--- src/rtl/instr_mem_bundle_if.sv ---
// Fetch-side bus of the instruction memory bundle: the fetch request, the
// program-load write port and the registered bundle returned to decode.
interface instr_mem_bundle_if #(
    parameter int ADDR_W      = 32,
    parameter int DATA_W      = 32,
    parameter int ISSUE_WIDTH = 2
) ();

    logic                          fetch_req;
    logic [ADDR_W-1:0]             fetch_addr;
    logic                          stall;
    logic                          flush;
    logic                          prog_we;
    logic [ADDR_W-1:0]             prog_addr;
    logic [DATA_W-1:0]             prog_data;
    logic                          bundle_valid;
    logic [ADDR_W-1:0]             bundle_pc;
    logic [ISSUE_WIDTH*DATA_W-1:0] bundle_instr;
    logic [ISSUE_WIDTH-1:0]        slot_valid;
    logic                          fetch_err;

    // Fetch unit / program loader side
    modport master (
        output fetch_req, fetch_addr, stall, flush,
        output prog_we, prog_addr, prog_data,
        input  bundle_valid, bundle_pc, bundle_instr, slot_valid, fetch_err
    );

    // Instruction memory side
    modport slave (
        input  fetch_req, fetch_addr, stall, flush,
        input  prog_we, prog_addr, prog_data,
        output bundle_valid, bundle_pc, bundle_instr, slot_valid, fetch_err
    );

endinterface

--- src/rtl/instr_mem_bundle.sv ---
// Registered instruction memory for the superscalar fetch stage. Each fetch
// returns ISSUE_WIDTH consecutive words one cycle later, with per-slot valid
// bits, misalignment/range error, stall hold, flush and a program-load port.
module instr_mem_bundle #(
    parameter int               DEPTH_WORDS = 64,
    parameter int               ISSUE_WIDTH = 2,
    parameter int               DATA_W      = 32,
    parameter int               ADDR_W      = 32,
    parameter logic [DATA_W-1:0] NOP_WORD   = 32'h00000000
) (
    input logic               clk,
    input logic               rst_n,
    instr_mem_bundle_if.slave bus
);

    localparam int MEM_AW = (DEPTH_WORDS > 1) ? $clog2(DEPTH_WORDS) : 1;
    localparam logic [ADDR_W-1:0] DEPTH_LIMIT = ADDR_W'(DEPTH_WORDS);

    // Preloaded with NOPs; reset never touches the array so loaded programs survive.
    logic [DATA_W-1:0] mem [DEPTH_WORDS] = '{default: NOP_WORD};

    logic [ADDR_W-1:0]             base_idx;
    logic [ADDR_W-1:0]             slot_idx;
    logic [ADDR_W-1:0]             prog_idx;
    logic                          misaligned;
    logic                          next_err;
    logic [ISSUE_WIDTH-1:0]        next_slot_valid;
    logic [ISSUE_WIDTH*DATA_W-1:0] next_instr;
    logic                          unused_prog_lsbs;

    // Word address of the load; the byte offset bits carry no meaning.
    assign prog_idx         = {2'b00, bus.prog_addr[ADDR_W-1:2]};
    assign unused_prog_lsbs = ^bus.prog_addr[1:0];

    // Program-load write; out-of-range words are dropped, stall/flush do not gate it.
    always_ff @(posedge clk) begin
        if (bus.prog_we && (prog_idx < DEPTH_LIMIT)) begin
            mem[prog_idx[MEM_AW-1:0]] <= bus.prog_data;
        end
    end

    // Build the candidate bundle from the current array contents (old data on a same-edge write).
    always_comb begin
        next_instr      = {ISSUE_WIDTH{NOP_WORD}};
        next_slot_valid = '0;
        slot_idx        = '0;
        misaligned      = (bus.fetch_addr[1:0] != 2'b00);
        base_idx        = {2'b00, bus.fetch_addr[ADDR_W-1:2]};
        next_err        = misaligned || (base_idx >= DEPTH_LIMIT);
        for (int k = 0; k < ISSUE_WIDTH; k++) begin
            slot_idx = base_idx + ADDR_W'(k);
            if (!misaligned && (slot_idx < DEPTH_LIMIT)) begin
                next_slot_valid[k]              = 1'b1;
                next_instr[k*DATA_W +: DATA_W]  = mem[slot_idx[MEM_AW-1:0]];
            end
        end
    end

    // Output register: flush beats stall, stall beats a new request.
    always_ff @(posedge clk or negedge rst_n) begin
        if (!rst_n) begin
            bus.bundle_valid <= 1'b0;
            bus.bundle_pc    <= '0;
            bus.bundle_instr <= {ISSUE_WIDTH{NOP_WORD}};
            bus.slot_valid   <= '0;
            bus.fetch_err    <= 1'b0;
        end else if (bus.flush) begin
            bus.bundle_valid <= 1'b0;
            bus.slot_valid   <= '0;
            bus.fetch_err    <= 1'b0;
        end else if (bus.stall) begin
            bus.bundle_valid <= bus.bundle_valid;
        end else if (bus.fetch_req) begin
            bus.bundle_valid <= 1'b1;
            bus.bundle_pc    <= bus.fetch_addr;
            bus.bundle_instr <= next_instr;
            bus.slot_valid   <= next_slot_valid;
            bus.fetch_err    <= next_err;
        end else begin
            bus.bundle_valid <= 1'b0;
            bus.slot_valid   <= '0;
            bus.fetch_err    <= 1'b0;
        end
    end

endmodule

--- src/flat_wrapper.sv ---
// flat-port wrapper written by rule: the top's interface ports become plain ports
module instr_mem_bundle_flat 
#(
    parameter int               DEPTH_WORDS = 64,
    parameter int               ISSUE_WIDTH = 2,
    parameter int               DATA_W      = 32,
    parameter int               ADDR_W      = 32,
    parameter logic [DATA_W-1:0] NOP_WORD   = 32'h00000000
)
  (clk, rst_n, bus_fetch_req, bus_fetch_addr, bus_stall, bus_flush, bus_prog_we, bus_prog_addr, bus_prog_data, bus_bundle_valid, bus_bundle_pc, bus_bundle_instr, bus_slot_valid, bus_fetch_err);
  instr_mem_bundle_if #(.ADDR_W(ADDR_W), .DATA_W(DATA_W), .ISSUE_WIDTH(ISSUE_WIDTH)) bus_i ();
  input logic clk;
  input logic rst_n;
  input wire logic [$bits(bus_i.fetch_req)-1:0] bus_fetch_req;
  input wire logic [$bits(bus_i.fetch_addr)-1:0] bus_fetch_addr;
  input wire logic [$bits(bus_i.stall)-1:0] bus_stall;
  input wire logic [$bits(bus_i.flush)-1:0] bus_flush;
  input wire logic [$bits(bus_i.prog_we)-1:0] bus_prog_we;
  input wire logic [$bits(bus_i.prog_addr)-1:0] bus_prog_addr;
  input wire logic [$bits(bus_i.prog_data)-1:0] bus_prog_data;
  output wire logic [$bits(bus_i.bundle_valid)-1:0] bus_bundle_valid;
  output wire logic [$bits(bus_i.bundle_pc)-1:0] bus_bundle_pc;
  output wire logic [$bits(bus_i.bundle_instr)-1:0] bus_bundle_instr;
  output wire logic [$bits(bus_i.slot_valid)-1:0] bus_slot_valid;
  output wire logic [$bits(bus_i.fetch_err)-1:0] bus_fetch_err;
  assign bus_i.fetch_req = bus_fetch_req;
  assign bus_i.fetch_addr = bus_fetch_addr;
  assign bus_i.stall = bus_stall;
  assign bus_i.flush = bus_flush;
  assign bus_i.prog_we = bus_prog_we;
  assign bus_i.prog_addr = bus_prog_addr;
  assign bus_i.prog_data = bus_prog_data;
  assign bus_bundle_valid = bus_i.bundle_valid;
  assign bus_bundle_pc = bus_i.bundle_pc;
  assign bus_bundle_instr = bus_i.bundle_instr;
  assign bus_slot_valid = bus_i.slot_valid;
  assign bus_fetch_err = bus_i.fetch_err;
  instr_mem_bundle #(.DEPTH_WORDS(DEPTH_WORDS), .ISSUE_WIDTH(ISSUE_WIDTH), .DATA_W(DATA_W), .ADDR_W(ADDR_W), .NOP_WORD(NOP_WORD)) u_core (.clk(clk), .rst_n(rst_n), .bus(bus_i));
endmodule
--- config.mk ---
export PLATFORM = sky130hd
export DESIGN_NAME = instr_mem_bundle_flat
export DESIGN_NICKNAME = d
export VERILOG_FILES = /design/src/rtl/instr_mem_bundle_if.sv /design/src/rtl/instr_mem_bundle.sv /design/src/flat_wrapper.sv
export SDC_FILE = /design/constraint.sdc
export NUM_CORES = 2
export LEC_CHECK = 0
export CAP_MARGIN = 10
export CORE_UTILIZATION = 50
export DETAILED_ROUTE_END_ITERATION = 7
export PLACE_DENSITY = 0.73
export SYNTH_ARGS = -nofsm -noshare
export SYNTH_HDL_FRONTEND = slang
export SYNTH_SLANG_ARGS = --single-unit
--- constraint.sdc ---
create_clock -name clk -period 4.35 [get_ports clk]
set_clock_uncertainty 0.05 [all_clocks]
set_input_delay 1.0875 -clock clk [delete_from_list [all_inputs] [get_ports clk]]
set_output_delay 1.0875 -clock clk [all_outputs]
set_load 0.01 [all_outputs]
After elaboration in Yosys (flattened, before gate mapping)

Memories as Yosys holds them, arrays and structs flattened.
Cells that the tools add are included.

Add/subtract/negate cells: 1
Magnitude comparators: 4
Equal/unequal tests: 1
Mux-type cells: 15
Bitwise logic cells: 2
Reductions and logical operators: 7

Operator list:

| operator                                                    | count |
|---|---|
| 2-to-1 mux 32 bit                                           | 2 |
| less-than comparator 30 x 7 -> 1 bit, second input constant | 2 |
| less-than comparator 32 x 7 -> 1 bit, second input constant | 1 |
| adder 30 x 1 -> 31 bit, second input constant               | 1 |
| >= comparator 30 x 7 -> 1 bit, second input constant        | 1 |
| 2-to-1 mux 1 bit                                            | 10 |
| 2-to-1 mux 2 bit                                            | 3 |
| logical AND 1 bit                                           | 3 |
| AND reduction 3 bit                                         | 1 |
| != test 2 x 1 -> 1 bit, second input constant               | 1 |
| inverter 1 bit                                              | 2 |
| nonzero test 2 bit                                          | 1 |
| logical NOT 1 bit                                           | 1 |
| logical OR 1 bit                                            | 1 |

Register bits: 100
RAM bits: 2048
Input bits: 102
Output and inout port bits: 100
Logic and storage cells: 36
Memories kept: 1

Memories:

| memory     | words | bits a word | read ports | clocked after Yosys merged registers in | write ports | line                   | text |
|---|---|---|---|---|---|---|---|
| u_core.mem | 64    | 32          | 2          | 0                                       | 1           | instr_mem_bundle.sv:20 | `logic [DATA_W-1:0] mem [DEPTH_WORDS] = '{default: NOP_WORD};` |

Depth between registers and ports, before layout

Word-level depth: 7
Depth in mapped cells: 13
Mapped depth without buffers: 8

Least setup slack after synthesis

OpenSTA, ideal clock, no wires.

Path kind: input port to flip-flop
From: in bus_prog_addr[31]
To: mem u_core.mem[63][0], enable pin
Library setup time: 0.421 ns
Data arrival time: 3.492 ns
Data required time: 3.879 ns
Setup slack: 0.387 ns
Cell stages on the path: 5
Buffers on the path: 0
Cells stage by stage: nor4b_1 -> nand4_1 -> nor3_1 -> nand3_1 -> nor2_1

Longest elaborated chain between the ends: 4

RTL lines:

| what                                   | line                   | text |
|---|---|---|
| from (decl)                            | flat_wrapper.sv:19     | `input wire logic [$bits(bus_i.prog_addr)-1:0] bus_prog_addr;` |
| less-than comparator 30 x 7 -> 1 bit   | instr_mem_bundle.sv:37 | `if (bus.prog_we && (prog_idx < DEPTH_LIMIT)) begin` |
| logical AND 1 bit                      | instr_mem_bundle.sv:37 |  |
| 2-to-1 mux 1 bit                       | instr_mem_bundle.sv:37 |  |
| 2-to-1 mux 1 bit (implied by the code) | instr_mem_bundle.sv:38 | `mem[prog_idx[MEM_AW-1:0]] <= bus.prog_data;` |
| to (decl)                              | instr_mem_bundle.sv:20 |  |

No other way between the ends.

Final worst setup path

From: reg u_core.bus.bundle_instr[62]
To: out bus_bundle_instr[62]

RTL lines:

| what                   | line                      | text |
|---|---|---|
| from (decl)            | instr_mem_bundle_if.sv:33 | `output bundle_valid, bundle_pc, bundle_instr, slot_valid, fetch_err` |
| from (signal assigned) | instr_mem_bundle.sv:64    | `bus.bundle_instr <= {ISSUE_WIDTH{NOP_WORD}};` |
| from (signal assigned) | instr_mem_bundle.sv:76    | `bus.bundle_instr <= next_instr;` |
| to (decl)              | flat_wrapper.sv:23        | `output wire logic [$bits(bus_i.bundle_instr)-1:0] bus_bundle_instr;` |

No word-level cell between the ends.

==> results.json <==
{
  "status": "finished, violations left",
  "violations": "design-rule violations",
  "antenna_found_initial": 24,
  "synthDistinctLibCells": 56,
  "grt_pass1_wl_um": 435100,
  "drt-initial-drc-count": 8696,
  "grt_pass1_vias": 57550,
  "netlist_area_um2": 98390,
  "crit_buf_inv": 1,
  "grt_usage_pct": 31.40,
  "slew_headroom_pct": 4.668,
  "rr_startpoint": "u_core.mem[63][29]",
  "yosysWarningCount": 0,
  "rsz0062_at_grt": "false",
  "finalCritPeriodShare_pct": 78.80,
  "drc": 1,
  "nets": 5207,
  "endpoint_kind": "primary output",
  "die_area_um2": 198600,
  "setup_viol": 0,
  "crit_end": "bus_bundle_instr[62]",
  "synth_edf_count": 2048,
  "final_max_slew_viol_count": 0,
  "hpwlAfterDp_um": 184100,
  "power.leakage_nw": 35.69,
  "worstPathCellList": "clkdlybuf4s50_1",
  "cp_max_fo": 2,
  "crit_start": "u_core.bus.bundle_instr[62]",
  "ant_nets": 0,
  "grt_max_degree": 104,
  "synth-simple-area-share_pct": 2.857,
  "cts_resized": 0,
  "clk_pin_slew_ps": 60,
  "drt-total-wl_um": 311200,
  "synth_commonest_cells": "edfxtp_1, mux4_2, clkbuf_1, nand2_1, nand3_1",
  "fmax_ghz": 0.2917,
  "worst_skew_pair.late_latency_ps": 880,
  "yosys.area.top_type_share_pct": 62.50,
  "setup.worst_path.class": "reg -> out",
  "synthArstFlopShare_pct": 4.655,
  "worstPathRequired_ps": 3210,
  "clockBufferDepth": 3,
  "place_congestion": 0.8863,
  "timing.rr.end": "u_core.bus.bundle_instr[29]",
  "min_path_type": "in -> async",
  "cts.sinks": 2148,
  "fin_crit_ps": 3428,
  "synth.area.top_cells": "edfxtp_1, mux4_2, dfrtp_1, nand3_1, clkbuf_1",
  "worstPathArrival_ps": 2290,
  "irDropWorstVdd_mv": 0.4406,
  "synth-main-ff-cell": "edfxtp_1",
  "synth-compound-area-share_pct": 2.861,
  "synth.most_common_cell": "edfxtp_1",
  "p_per_area_nw_per_um2": 399.6,
  "hold_viol": 0,
  "cp.depth": 1,
  "numCtsBuffers": 211,
  "placementRows": 162,
  "final_cells": 7917,
  "synth_cells": 4768,
  "die_h_um": 445.6,
  "dp.cells": 7514,
  "synth_fa_ha_area_share_pct": 0.02543,
  "drv_cap": 0,
  "synth_top_family_by_area": "multiplexers",
  "synthXorXnorAreaFrac_pct": 0.08011,
  "avgSynthCellArea_um2": 20.64,
  "fillers": 13780,
  "ys_seq_area_share_pct": 65.05,
  "routedWlPerCell_um": 39.31,
  "ff2ff_setup_slack_ps": 1610,
  "yosysTopAreaCell": "edfxtp_1",
  "root_buffer": "clkbuf_16",
  "synthMuxAreaShare_pct": 27.40,
  "portBuffers": 199,
  "crit_path_max_incr_delay_ps": 750,
  "fp.dieW_um": 445.6,
  "cts_tree": "built",
  "worst_pin_slew_ps": 1430,
  "first_pass_iters": 8,
  "holdWs_ps": 182.5,
  "startpoint_type": "flip-flop",
  "core_area_um2": 195200,
  "overflow": 0,
  "drive_above_1_share_pct": 36.99,
  "cts_setup_buffers": 0,
  "h-tree-depth": 4,
  "crit_family": "buffers and inverters",
  "cts_hold_buf": 0,
  "vias": 58150,
  "vias_per_cell": 7.345,
  "rr_worst_depth": 6,
  "fin_setup_tns_ps": 0,
  "syn_to_final_growth_pct": 15.37,
  "boundaryPins": 202,
  "ys_ff_latch": 2148,
  "start_util_pct": 50.41,
  "crit_slowest_cell": "clkdlybuf4s50_1",
  "mappedNetlistNets": 4872
}
layer usage:
metal	share of wire, %	track usage [%]	up-vias	routed length, um
met4	5.7	15.69	14	17730
met2	47	48.65	4576	146000
met3	13	8.322	922	40230
met5	0.028	0	-	87
met1	34	41.37	31010	107200
li1	-	-	21630	-
cells in the final DEF (no fill, tap or decap), types with 26 or more instances in the layout:
master,instances
mux2i_1,66
nand2_1,200
clkinv_1,34
clkbuf_1,58
and3_1,38
a31oi_1,33
mux2_2,30
edfxtp_1,2048
nor2_4,67
buf_12,139
a31o_2,26
a221oi_1,30
clkinv_2,34
o21ai_1,35
o21ai_0,40
buf_4,178
o31ai_1,33
a22o_1,60
a22oi_1,64
nand3_1,200
clkdlybuf4s50_1,162
buf_2,32
mux4_2,1152
dfrtp_1,100
a311oi_1,33
clkbuf_16,212
final cells by class:
type                    instances  area, um2  share of cell area [%]
diodes                          8      20.02                 0.01763
well taps                    2624       3283                   2.892
flip-flops and latches       2148      64000                   56.38
clock buffers                 283       5702                   5.023
repair buffers                516       5984                   5.272
inverters                       6      22.52                 0.01984
multi-input cells            2220      33310                   29.34
clock inverters               112       1201                   1.058
report_power, final:
part | switching [W] | internal [W]
Combinational | 0.00239 | 0.00189
Sequential | 0.0000280 | 0.0227
Clock | 0.00801 | 0.0104
sequential cells by signal, summed over array words and instances (netlist names):
register and count:
u_core.mem 2048, u_core.bus.bundle_instr 64, u_core.bus.bundle_pc 32, u_core.bus.slot_valid 2, u_core.bus.bundle_valid 1, u_core.bus.fetch_err 1
worst min path at each step:
stage,startpoint,endpoint,cells past startpoint
after floorplan,u_core.bus.slot_valid[1],u_core.bus.slot_valid[1],2
after global placement,u_core.bus.bundle_pc[26],u_core.bus.bundle_pc[26],2
after detailed placement,u_core.bus.bundle_instr[40],u_core.bus.bundle_instr[40],2
after CTS,rst_n,u_core.bus.bundle_instr[11],1
after global routing,rst_n,u_core.bus.bundle_instr[11],1
final,rst_n,u_core.bus.bundle_instr[11],1
cells by family after synthesis:
logic type,count (synthesis)
flip-flops,2148
multiplexers,1249
AND/OR/NAND/NOR,583
buffers and inverters,400
AO/OA/AOI/OAI,377
XOR/XNOR,9
adder cells (fa/ha/maj),2
metrics by stage:
step / power (W) / area (um2) / util (%) / worst slack (ps)
global placement: 0.02734 / 106600 / 54.61 / 254.4
global route: 0.04645 / 113500 / 58.15 / 940.0
CTS: 0.04550 / 113500 / 58.15 / 913.5
finish: 0.04537 / 113500 / 58.16 / 922.3
detailed placement: 0.02739 / 106600 / 54.61 / 215.6
floorplan: 0.02569 / 98390 / - / 386.7
Power figures use the tool's default switching activity.
